===== src/rtl/msg_stream_sched.sv =====
`default_nettype none
// ============================================================================
//  Module   : msg_stream_sched
//  Purpose  : Walks a combinational 8-bit ASCII message ROM and streams its
//             characters over a valid/ready handshake. Three modes: one word
//             picked by index, the whole message once, or the whole message
//             in a loop. A programmable gap is inserted between characters.
//  Ports    : clk, rst_n            - clock, async active-low reset
//             start, stop           - request pulse / abort
//             mode, word_sel,       - control, latched on an accepted start
//             rate_div
//             rom_addr, rom_data    - ROM address out, data in (same cycle)
//             out_char, out_valid,  - character stream
//             out_ready
//             busy, done, err       - status (done/err are one-cycle pulses)
//             word_idx              - index of the word being emitted
//  Revision : 1.0 - initial release
// ============================================================================
module msg_stream_sched #(
   parameter int         MSG_LEN   = 51,
   parameter int         ADDR_W    = 6,
   parameter int         NUM_WORDS = 7,
   parameter logic [7:0] SEP       = 8'h20
) (
   input  logic              clk,
   input  logic              rst_n,
   input  logic              start,
   input  logic              stop,
   input  logic [1:0]        mode,
   input  logic [2:0]        word_sel,
   input  logic [7:0]        rate_div,
   output logic [ADDR_W-1:0] rom_addr,
   input  logic [7:0]        rom_data,
   output logic [7:0]        out_char,
   output logic              out_valid,
   input  logic              out_ready,
   output logic              busy,
   output logic              done,
   output logic              err,
   output logic [2:0]        word_idx
);

   localparam logic [ADDR_W-1:0] c_last_addr = ADDR_W'(MSG_LEN - 1);
   localparam logic [3:0]        c_num_words = 4'(NUM_WORDS);

   typedef enum logic [2:0] {
      S_IDLE = 3'd0,
      S_SEEK = 3'd1,
      S_PACE = 3'd2,
      S_EMIT = 3'd3,
      S_DONE = 3'd4
   } state_t;

   state_t            r_state,  w_nxt_state;
   logic [1:0]        r_mode,   w_nxt_mode;
   logic [2:0]        r_wsel,   w_nxt_wsel;
   logic [7:0]        r_rate,   w_nxt_rate;
   logic [7:0]        r_cnt,    w_nxt_cnt;
   logic [ADDR_W-1:0] w_nxt_addr;
   logic [2:0]        w_nxt_widx;
   logic [7:0]        w_nxt_char;
   logic              w_nxt_valid;
   logic              w_nxt_err;

   logic              w_is_sep;
   logic [2:0]        w_widx_inc;
   logic              w_at_last;

   assign w_is_sep   = (rom_data == SEP);
   assign w_widx_inc = word_idx + 3'd1;
   assign w_at_last  = (rom_addr == c_last_addr);

   assign busy = (r_state == S_SEEK) || (r_state == S_PACE) || (r_state == S_EMIT);
   assign done = (r_state == S_DONE);

   always_ff @(posedge clk or negedge rst_n) begin
      if (!rst_n) begin
         r_state   <= S_IDLE;
         r_mode    <= 2'd0;
         r_wsel    <= 3'd0;
         r_rate    <= 8'd0;
         r_cnt     <= 8'd0;
         rom_addr  <= '0;
         word_idx  <= 3'd0;
         out_char  <= 8'h00;
         out_valid <= 1'b0;
         err       <= 1'b0;
      end else begin
         r_state   <= w_nxt_state;
         r_mode    <= w_nxt_mode;
         r_wsel    <= w_nxt_wsel;
         r_rate    <= w_nxt_rate;
         r_cnt     <= w_nxt_cnt;
         rom_addr  <= w_nxt_addr;
         word_idx  <= w_nxt_widx;
         out_char  <= w_nxt_char;
         out_valid <= w_nxt_valid;
         err       <= w_nxt_err;
      end
   end

   always_comb begin
      w_nxt_state = r_state;
      w_nxt_mode  = r_mode;
      w_nxt_wsel  = r_wsel;
      w_nxt_rate  = r_rate;
      w_nxt_cnt   = r_cnt;
      w_nxt_addr  = rom_addr;
      w_nxt_widx  = word_idx;
      w_nxt_char  = out_char;
      w_nxt_valid = out_valid;
      w_nxt_err   = 1'b0;

      if (stop) begin
         // Abort outranks everything, including a simultaneous start.
         w_nxt_state = S_IDLE;
         w_nxt_valid = 1'b0;
      end else begin
         case (r_state)
            S_IDLE: begin
               if (start) begin
                  w_nxt_mode = mode;
                  w_nxt_wsel = word_sel;
                  w_nxt_rate = rate_div;
                  w_nxt_cnt  = rate_div;
                  w_nxt_addr = '0;
                  w_nxt_widx = 3'd0;
                  if ((mode == 2'd3) || ((mode == 2'd0) && ({1'b0, word_sel} >= c_num_words))) begin
                     w_nxt_err = 1'b1;
                  end else if ((mode == 2'd0) && (word_sel != 3'd0)) begin
                     w_nxt_state = S_SEEK;
                  end else begin
                     w_nxt_state = S_PACE;
                  end
               end
            end

            S_SEEK: begin
               // Count separators until the requested word begins just past one.
               if (w_is_sep && (w_widx_inc == r_wsel)) begin
                  w_nxt_widx  = w_widx_inc;
                  w_nxt_addr  = rom_addr + 1'b1;
                  w_nxt_cnt   = r_rate;
                  w_nxt_state = S_PACE;
               end else if (w_at_last) begin
                  w_nxt_err   = 1'b1;
                  w_nxt_state = S_IDLE;
               end else begin
                  if (w_is_sep) begin
                     w_nxt_widx = w_widx_inc;
                  end
                  w_nxt_addr = rom_addr + 1'b1;
               end
            end

            S_PACE: begin
               if (r_cnt != 8'd0) begin
                  w_nxt_cnt = r_cnt - 8'd1;
               end else if ((r_mode == 2'd0) && w_is_sep) begin
                  // End of the selected word; the separator itself is not sent.
                  w_nxt_state = S_DONE;
               end else begin
                  w_nxt_char  = rom_data;
                  w_nxt_valid = 1'b1;
                  w_nxt_state = S_EMIT;
               end
            end

            S_EMIT: begin
               if (out_valid && out_ready) begin
                  w_nxt_valid = 1'b0;
                  if (w_at_last) begin
                     if (r_mode == 2'd2) begin
                        w_nxt_addr  = '0;
                        w_nxt_widx  = 3'd0;
                        w_nxt_cnt   = r_rate;
                        w_nxt_state = S_PACE;
                     end else begin
                        w_nxt_state = S_DONE;
                     end
                  end else begin
                     w_nxt_addr = rom_addr + 1'b1;
                     if ((out_char == SEP) && (r_mode != 2'd0)) begin
                        w_nxt_widx = w_widx_inc;
                     end
                     w_nxt_cnt   = r_rate;
                     w_nxt_state = S_PACE;
                  end
               end
            end

            S_DONE: begin
               w_nxt_state = S_IDLE;
            end

            default: begin
               w_nxt_state = S_IDLE;
            end
         endcase
      end
   end

endmodule
`default_nettype wire


===== config.mk =====
export PLATFORM = sky130hd
export DESIGN_NAME = msg_stream_sched
export DESIGN_NICKNAME = d
export VERILOG_FILES = /design/src/rtl/msg_stream_sched.sv
export SDC_FILE = /design/constraint.sdc
export NUM_CORES = 1
export LEC_CHECK = 0
export ABC_AREA = 1
export BUFFER_PORTS_ARGS = -buffer_cell sky130_fd_sc_hd__buf_2
export CAP_MARGIN = 10
export CORE_ASPECT_RATIO = 1.75
export CORE_MARGIN = 3
export CORE_UTILIZATION = 30
export DETAILED_ROUTE_END_ITERATION = 10
export PLACE_DENSITY = 0.53
export SLEW_MARGIN = 0
export SYNTH_ARGS = -nofsm -noshare
export SYNTH_HDL_FRONTEND = slang
export SYNTH_SLANG_ARGS = --single-unit
export TNS_END_PERCENT = 30

===== constraint.sdc =====
create_clock -name clk -period 2.32 [get_ports clk]
set_input_delay 0.232 -clock clk [delete_from_list [all_inputs] [get_ports clk]]
set_output_delay 0.232 -clock clk [all_outputs]
set_load 0.05 [all_outputs]

== After elaboration in Yosys (flattened, before gate mapping) ==
Index checks and enable logic that the tools add are counted.
Word-level totals
  bits in registers: 43
  bits in latches: 0
  bits in writable memories: 0
  ROM bits: 0
  output and inout bits: 21
  word-level logic and storage cells: 112
  memories: 0
Operators by class
  add/sub/neg operators: 3
  multiply operators: 0
  divide/modulo/power cells: 0
  $lt $le $gt $ge: 1
  equality and inequality tests: 24
  shift operators: 0
  muxes and demuxes: 46
  bitwise logic cells: 3
  reduce and logical (&&, ||, !) cells: 25
Operators by type and width (count)
  $mux 3: 18
  $mux 8: 6
  $mux 6: 6
  $pmux 8 s4: 1
  $pmux 6 s3: 1
  $eq 8x6->1 const B: 2
  $ne 3x2->1 const B: 5
  $ne 3x3->1 const B: 4
  $pmux 3 s4: 1
  $mux 1: 9
  $pmux 3 s3: 1
  $reduce_bool 3->1: 3
  $reduce_and 4->1: 2
  $reduce_and 8->1: 1
  $reduce_bool 8->1: 1
  $sub 8x1->8 const B: 1
  $reduce_and 7->1: 1
  $add 6x1->6 const B: 1
  $eq 3x2->1 const B: 2
  $eq 6x6->1 const B: 1
  $logic_and 1x1->1: 6
  $ne 2x1->1 const B: 3
  $reduce_and 6->1: 1
  $reduce_and 5->1: 1
  other kinds (17): 24

== Logic depth before layout (Yosys ltp) ==
  depth in word-level cells: 7
  depth in mapped cells: 12
  gate-level depth less buffers: 11

== Least setup slack after synthesis ==
OpenSTA, ideal clock, no wires.
  path kind: flip-flop to flip-flop
  start: register word_idx[0]
  end: register rom_addr[3]
  setup time: 0.123 ns
  data arrival time: 1.817 ns
  data required time: 2.197 ns
  slack: 0.380 ns
  cell stages (with the launch flop): 12
  buffers on the path: 1
  clock period less this slack: 1.940 ns
  cells stage by stage: dfrtp_1 ha_1 inv_1 nand2_1 nand2_1 nor2_1 nand3_1 nand3_2 nand2_2 buf_6 nand2_2 o21ai_2
On the way
  longest elaborated chain between the ends: 5
  elaborated cells between the ends (all ways): 7
RTL lines
  start: declaration: line 40  | output logic [2:0] word_idx
  start signal: assignment: line 95  | word_idx <= w_nxt_widx;
  $add 3x1->3 *: line 70  | assign w_widx_inc = word_idx + 3'd1;
  $eq 3x3->1 *: line 140  | if (w_is_sep && (w_widx_inc == r_wsel)) begin
  $logic_and 1x1->1 *: line 140
  $ne 3x2->1 (no line) / $mux 6 (equally long branches)
  $reduce_and 6->1 (no line) / $pmux 6 s3 (equally long branches)
  end signal: assignment: line 94  | rom_addr <= w_nxt_addr;
  end: declaration: line 32  | output logic [ADDR_W-1:0] rom_addr,
Mark *: on every way between the ends. The rest lies on a longest branch, timed or not.
A chain may end at the register's enable or synchronous reset.

== Final worst setup path ==
  start: register word_idx[0]
  end: register r_cnt[3]
On the way
  longest elaborated chain between the ends: 5
RTL lines
  $add 3x1->3: line 70
  $eq 3x3->1: line 140
  $logic_and 1x1->1: line 140
  $ne 2x1->1 (no line)
  $reduce_and 7->1 (no line)
  end signal: assignment: line 93  | r_cnt <= w_nxt_cnt;
  end: declaration: line 58  | logic [7:0] r_cnt, w_nxt_cnt;
Every way passes these cells.

==> metrics <==
status complete, no violations; global-route wire length before repair 11,100 µm; H-Tree Depth 2; commonest non-fill, non-tap cell in the layout nand2_1; RSZ-0062 raised after global routing no; FF-to-FF path depth 11; hold path start rom_data[1]; synthesized area per cell 7.34 µm²; synth-to-layout area growth 20.0%; CP max stage delay 0.43 ns; crit start category flop; vias in the first global route 2,344; DRT antenna net count 0; Final Hold Viols 0; minimum setup slack among reg-to-reg paths 0.47 ns; IO Pins 47; initial DRC count 90; Mapped Area 0.00267 mm²; Final setup viols 0; clock insertion delay at the later pin of the skew report 0.29 ns; Via density 4.50; DR vias 2,396; Clock Pin Slew Worst Setup and Hold Paths 0.06 ns; Setup CP Type flop to flop; Hold Path Sink out_char[1]$_DFFE_PN0P_; number of synthesized register bits 43; total negative slack 0 ns; largest net degree at the start of global routing 25; net switching power 0.00179 W; Final period util 79.7%; GRT Total Usage 14.2%; required time worst endpoint 2.54 ns; WL/cell 12.6 µm; Final HPWL DP 5450 µm; Syn. warnings 0; fin cells 533; Worst Tran Pin Value 0.450 ns; placed cell count 524; Final Instance Area 0.00321 mm²; initial antenna violation count 0; reg2reg end r_cnt[3]$_DFFE_PN0P_; fillers 950; fmax 541 MHz; share of post-route cells with drive strength above 1 22.6%; Initial Util 30.8%; register area 0.00108 mm²; diode count 0; Layout Skew 0.00339 ns; Seq/Total Area, Yosys 40.3%; Worst path top cell family by delay simple AND/OR/NAND/NOR gates; Rel. slew slack 70.0%; nets@finish 446; clk sinks 43; leakage power figure 1.66 nW; Max-Cap Viols 0; Post-Route WL 6700 µm; Final min period 1.85 ns; grt ovf 0; Critical Path Fanout Max 12; Tightest Hold Check Type input pin to flop; # DRC 0; Die ar. 0.0101 mm²; area of the multi-input gates 0.00136 mm²; CP Cell Sequence ha_1 > inv_1 > nand2_1 > nand2_1 > nor2_1 > nand3_1 > nand2_2 > nand2_1 > nor2_4 > nand2_1 > o21ai_1; total CTS buffers 5; Internal 0.00208 W; Slowest cell on crit path dfrtp_1; WHS Path Cells 3; Port Buffer Count 46; Max clock buf depth 2; most frequent cells in the layout nand2_1, inv_1, buf_2; post-synthesis cell type count 32; CTS root buf clkbuf_16; # rows 45; CP dominant cell by count nand2_1; worst path arrival time 2.07 ns; Worst setup EP type flop; sequential power share 31.9%; post-CTS setup repair buffer count 0; die span in y 131 µm; clock share of power 21.0%; Pre-Repair DR Iteration Count 4; syn_nets 395; Buf/Inv on CP 1; DIE WIDTH 77.4 µm; Cell Pwr Density 1210 mW/mm²; CTS tree built; area of the core 0.00867 mm²; Worst R2R Start word_idx[0]$_DFFE_PN0P_; routability cong. 0.837; Net Sw Frac 46.3%; Syn Inst Count 364; Placed Area 0.00303 mm²; Combinational Power Share 47.1%; peak supply drop 0.627 mV; Slew Limit Fails 0
==> worst reg2reg max path, cell delays in order, from the launching register on <==
cell and delay, ns:
dfrtp_1 0.43, ha_1 0.32, inv_1 0.05, nand2_1 0.05, nand2_1 0.05, nor2_1 0.11, nand3_1 0.16, nand2_2 0.11
nand2_1 0.08, nor2_4 0.24, nand2_1 0.09, o21ai_1 0.08
==> worst max-delay path by stage <==
| stage | startpoint | endpoint | slack (ns) | cells past startpoint |
|---|---|---|---|---|
| after floorplan | word_idx[0]$_DFFE_PN0P_ | rom_addr[3]$_DFFE_PN0P_ | 0.38 | 11 |
| after global placement | word_idx[0]$_DFFE_PN0P_ | rom_addr[1]$_DFFE_PN0P_ | 0.51 | 10 |
| after detailed placement | word_idx[0]$_DFFE_PN0P_ | rom_addr[1]$_DFFE_PN0P_ | 0.47 | 10 |
| after CTS | word_idx[0]$_DFFE_PN0P_ | r_cnt[2]$_DFFE_PN0P_ | 0.46 | 11 |
| after global routing | word_idx[0]$_DFFE_PN0P_ | r_cnt[2]$_DFFE_PN0P_ | 0.22 | 11 |
| final | word_idx[0]$_DFFE_PN0P_ | r_cnt[3]$_DFFE_PN0P_ | 0.47 | 11 |
==> synth_stat cells, drive strengths merged <==
| master | n | area share [%] |
|---|---|---|
| a22oi | 3 | 0.84 |
| nor2 | 41 | 7.4 |
| nand2 | 111 | 17 |
| o21ai | 31 | 6.5 |
| a21oi | 12 | 2.2 |
| inv | 54 | 7.7 |
| o211ai | 1 | 0.28 |
| o21bai | 1 | 0.28 |
| dfrtp | 43 | 40 |
| nand4 | 8 | 1.9 |
| o2111ai | 1 | 0.33 |
| a31oi | 1 | 0.23 |
| ha | 5 | 2.3 |
| buf | 3 | 1.0 |
| o31ai | 1 | 0.28 |
| o22ai | 1 | 0.23 |
| nand3 | 38 | 8.4 |
| mux2 | 5 | 2.1 |
| clkbuf | 2 | 0.28 |
| or2 | 2 | 0.47 |
==> cells by family after synthesis <==
group / after synthesis / share of synthesized area, %
adder cells (fa/ha/maj): 5 / 2.34
multiplexers: 5 / 2.11
buffers and inverters: 59 / 8.99
AO/OA/AOI/OAI: 52 / 11.2
flip-flops: 43 / 40.3
AND/OR/NAND/NOR: 200 / 35.1
==> power groups by stage <==
stage | registers, W | clock network (W) | logic, W
2_1_floorplan | 0.00152 | 0 | 0.00113
3_3_place_gp | 0.00123 | 0 | 0.00184
3_5_place_dp | 0.00125 | 0 | 0.00184
4_1_cts | 0.00123 | 0.000835 | 0.00185
5_1_grt | 0.00127 | 0.000870 | 0.00204
6_report | 0.00123 | 0.000814 | 0.00182
==> repair_timing <==
action / CTS / global route
hold endpoints to repair: 19 / 0
resized for setup: 0 / 0
hold buffers: 1 / 0
==> metrics by stage <==
step | setup WS [ns] | total power, W | hold WS [ns] | util (%)
after floorplan | 0.380 | 0.00265 | -0.0636 | -
after CTS | 0.461 | 0.00392 | 0.178 | 37.0
after global placement | 0.513 | 0.00307 | 0.219 | 34.9
final | 0.471 | 0.00387 | 0.185 | 37.0
after global routing | 0.218 | 0.00418 | 0.178 | 37.0
after detailed placement | 0.472 | 0.00309 | 0.216 | 34.9
==> state kept, by name (all words and copies together) (netlist names) <==
register / flops
r_mode: 2
r_state: 3
r_wsel: 3
r_cnt: 8
r_rate: 8
out_char: 8
out_valid: 1
err: 1
word_idx: 3
rom_addr: 6
==> cell type report <==
| cell class | instances | area share (%) |
|---|---|---|
| Clock buffer | 5 | 3.90 |
| Clock inverter | 3 | 1.37 |
| Inverter | 54 | 6.40 |
| Multi-Input combinational cell | 262 | 42.3 |
| Sequential cell | 43 | 33.5 |
| Tap cell | 117 | 4.56 |
| Timing Repair Buffer | 49 | 7.96 |
==> routing by layer <==
metal	global-route usage (%)	wire, µm
met3	2.26	218
met2	27.8	3760
met4	6.60	136
met1	14.6	2590
met5	0	0
Note: power is estimated with default switching activity, not from simulation.
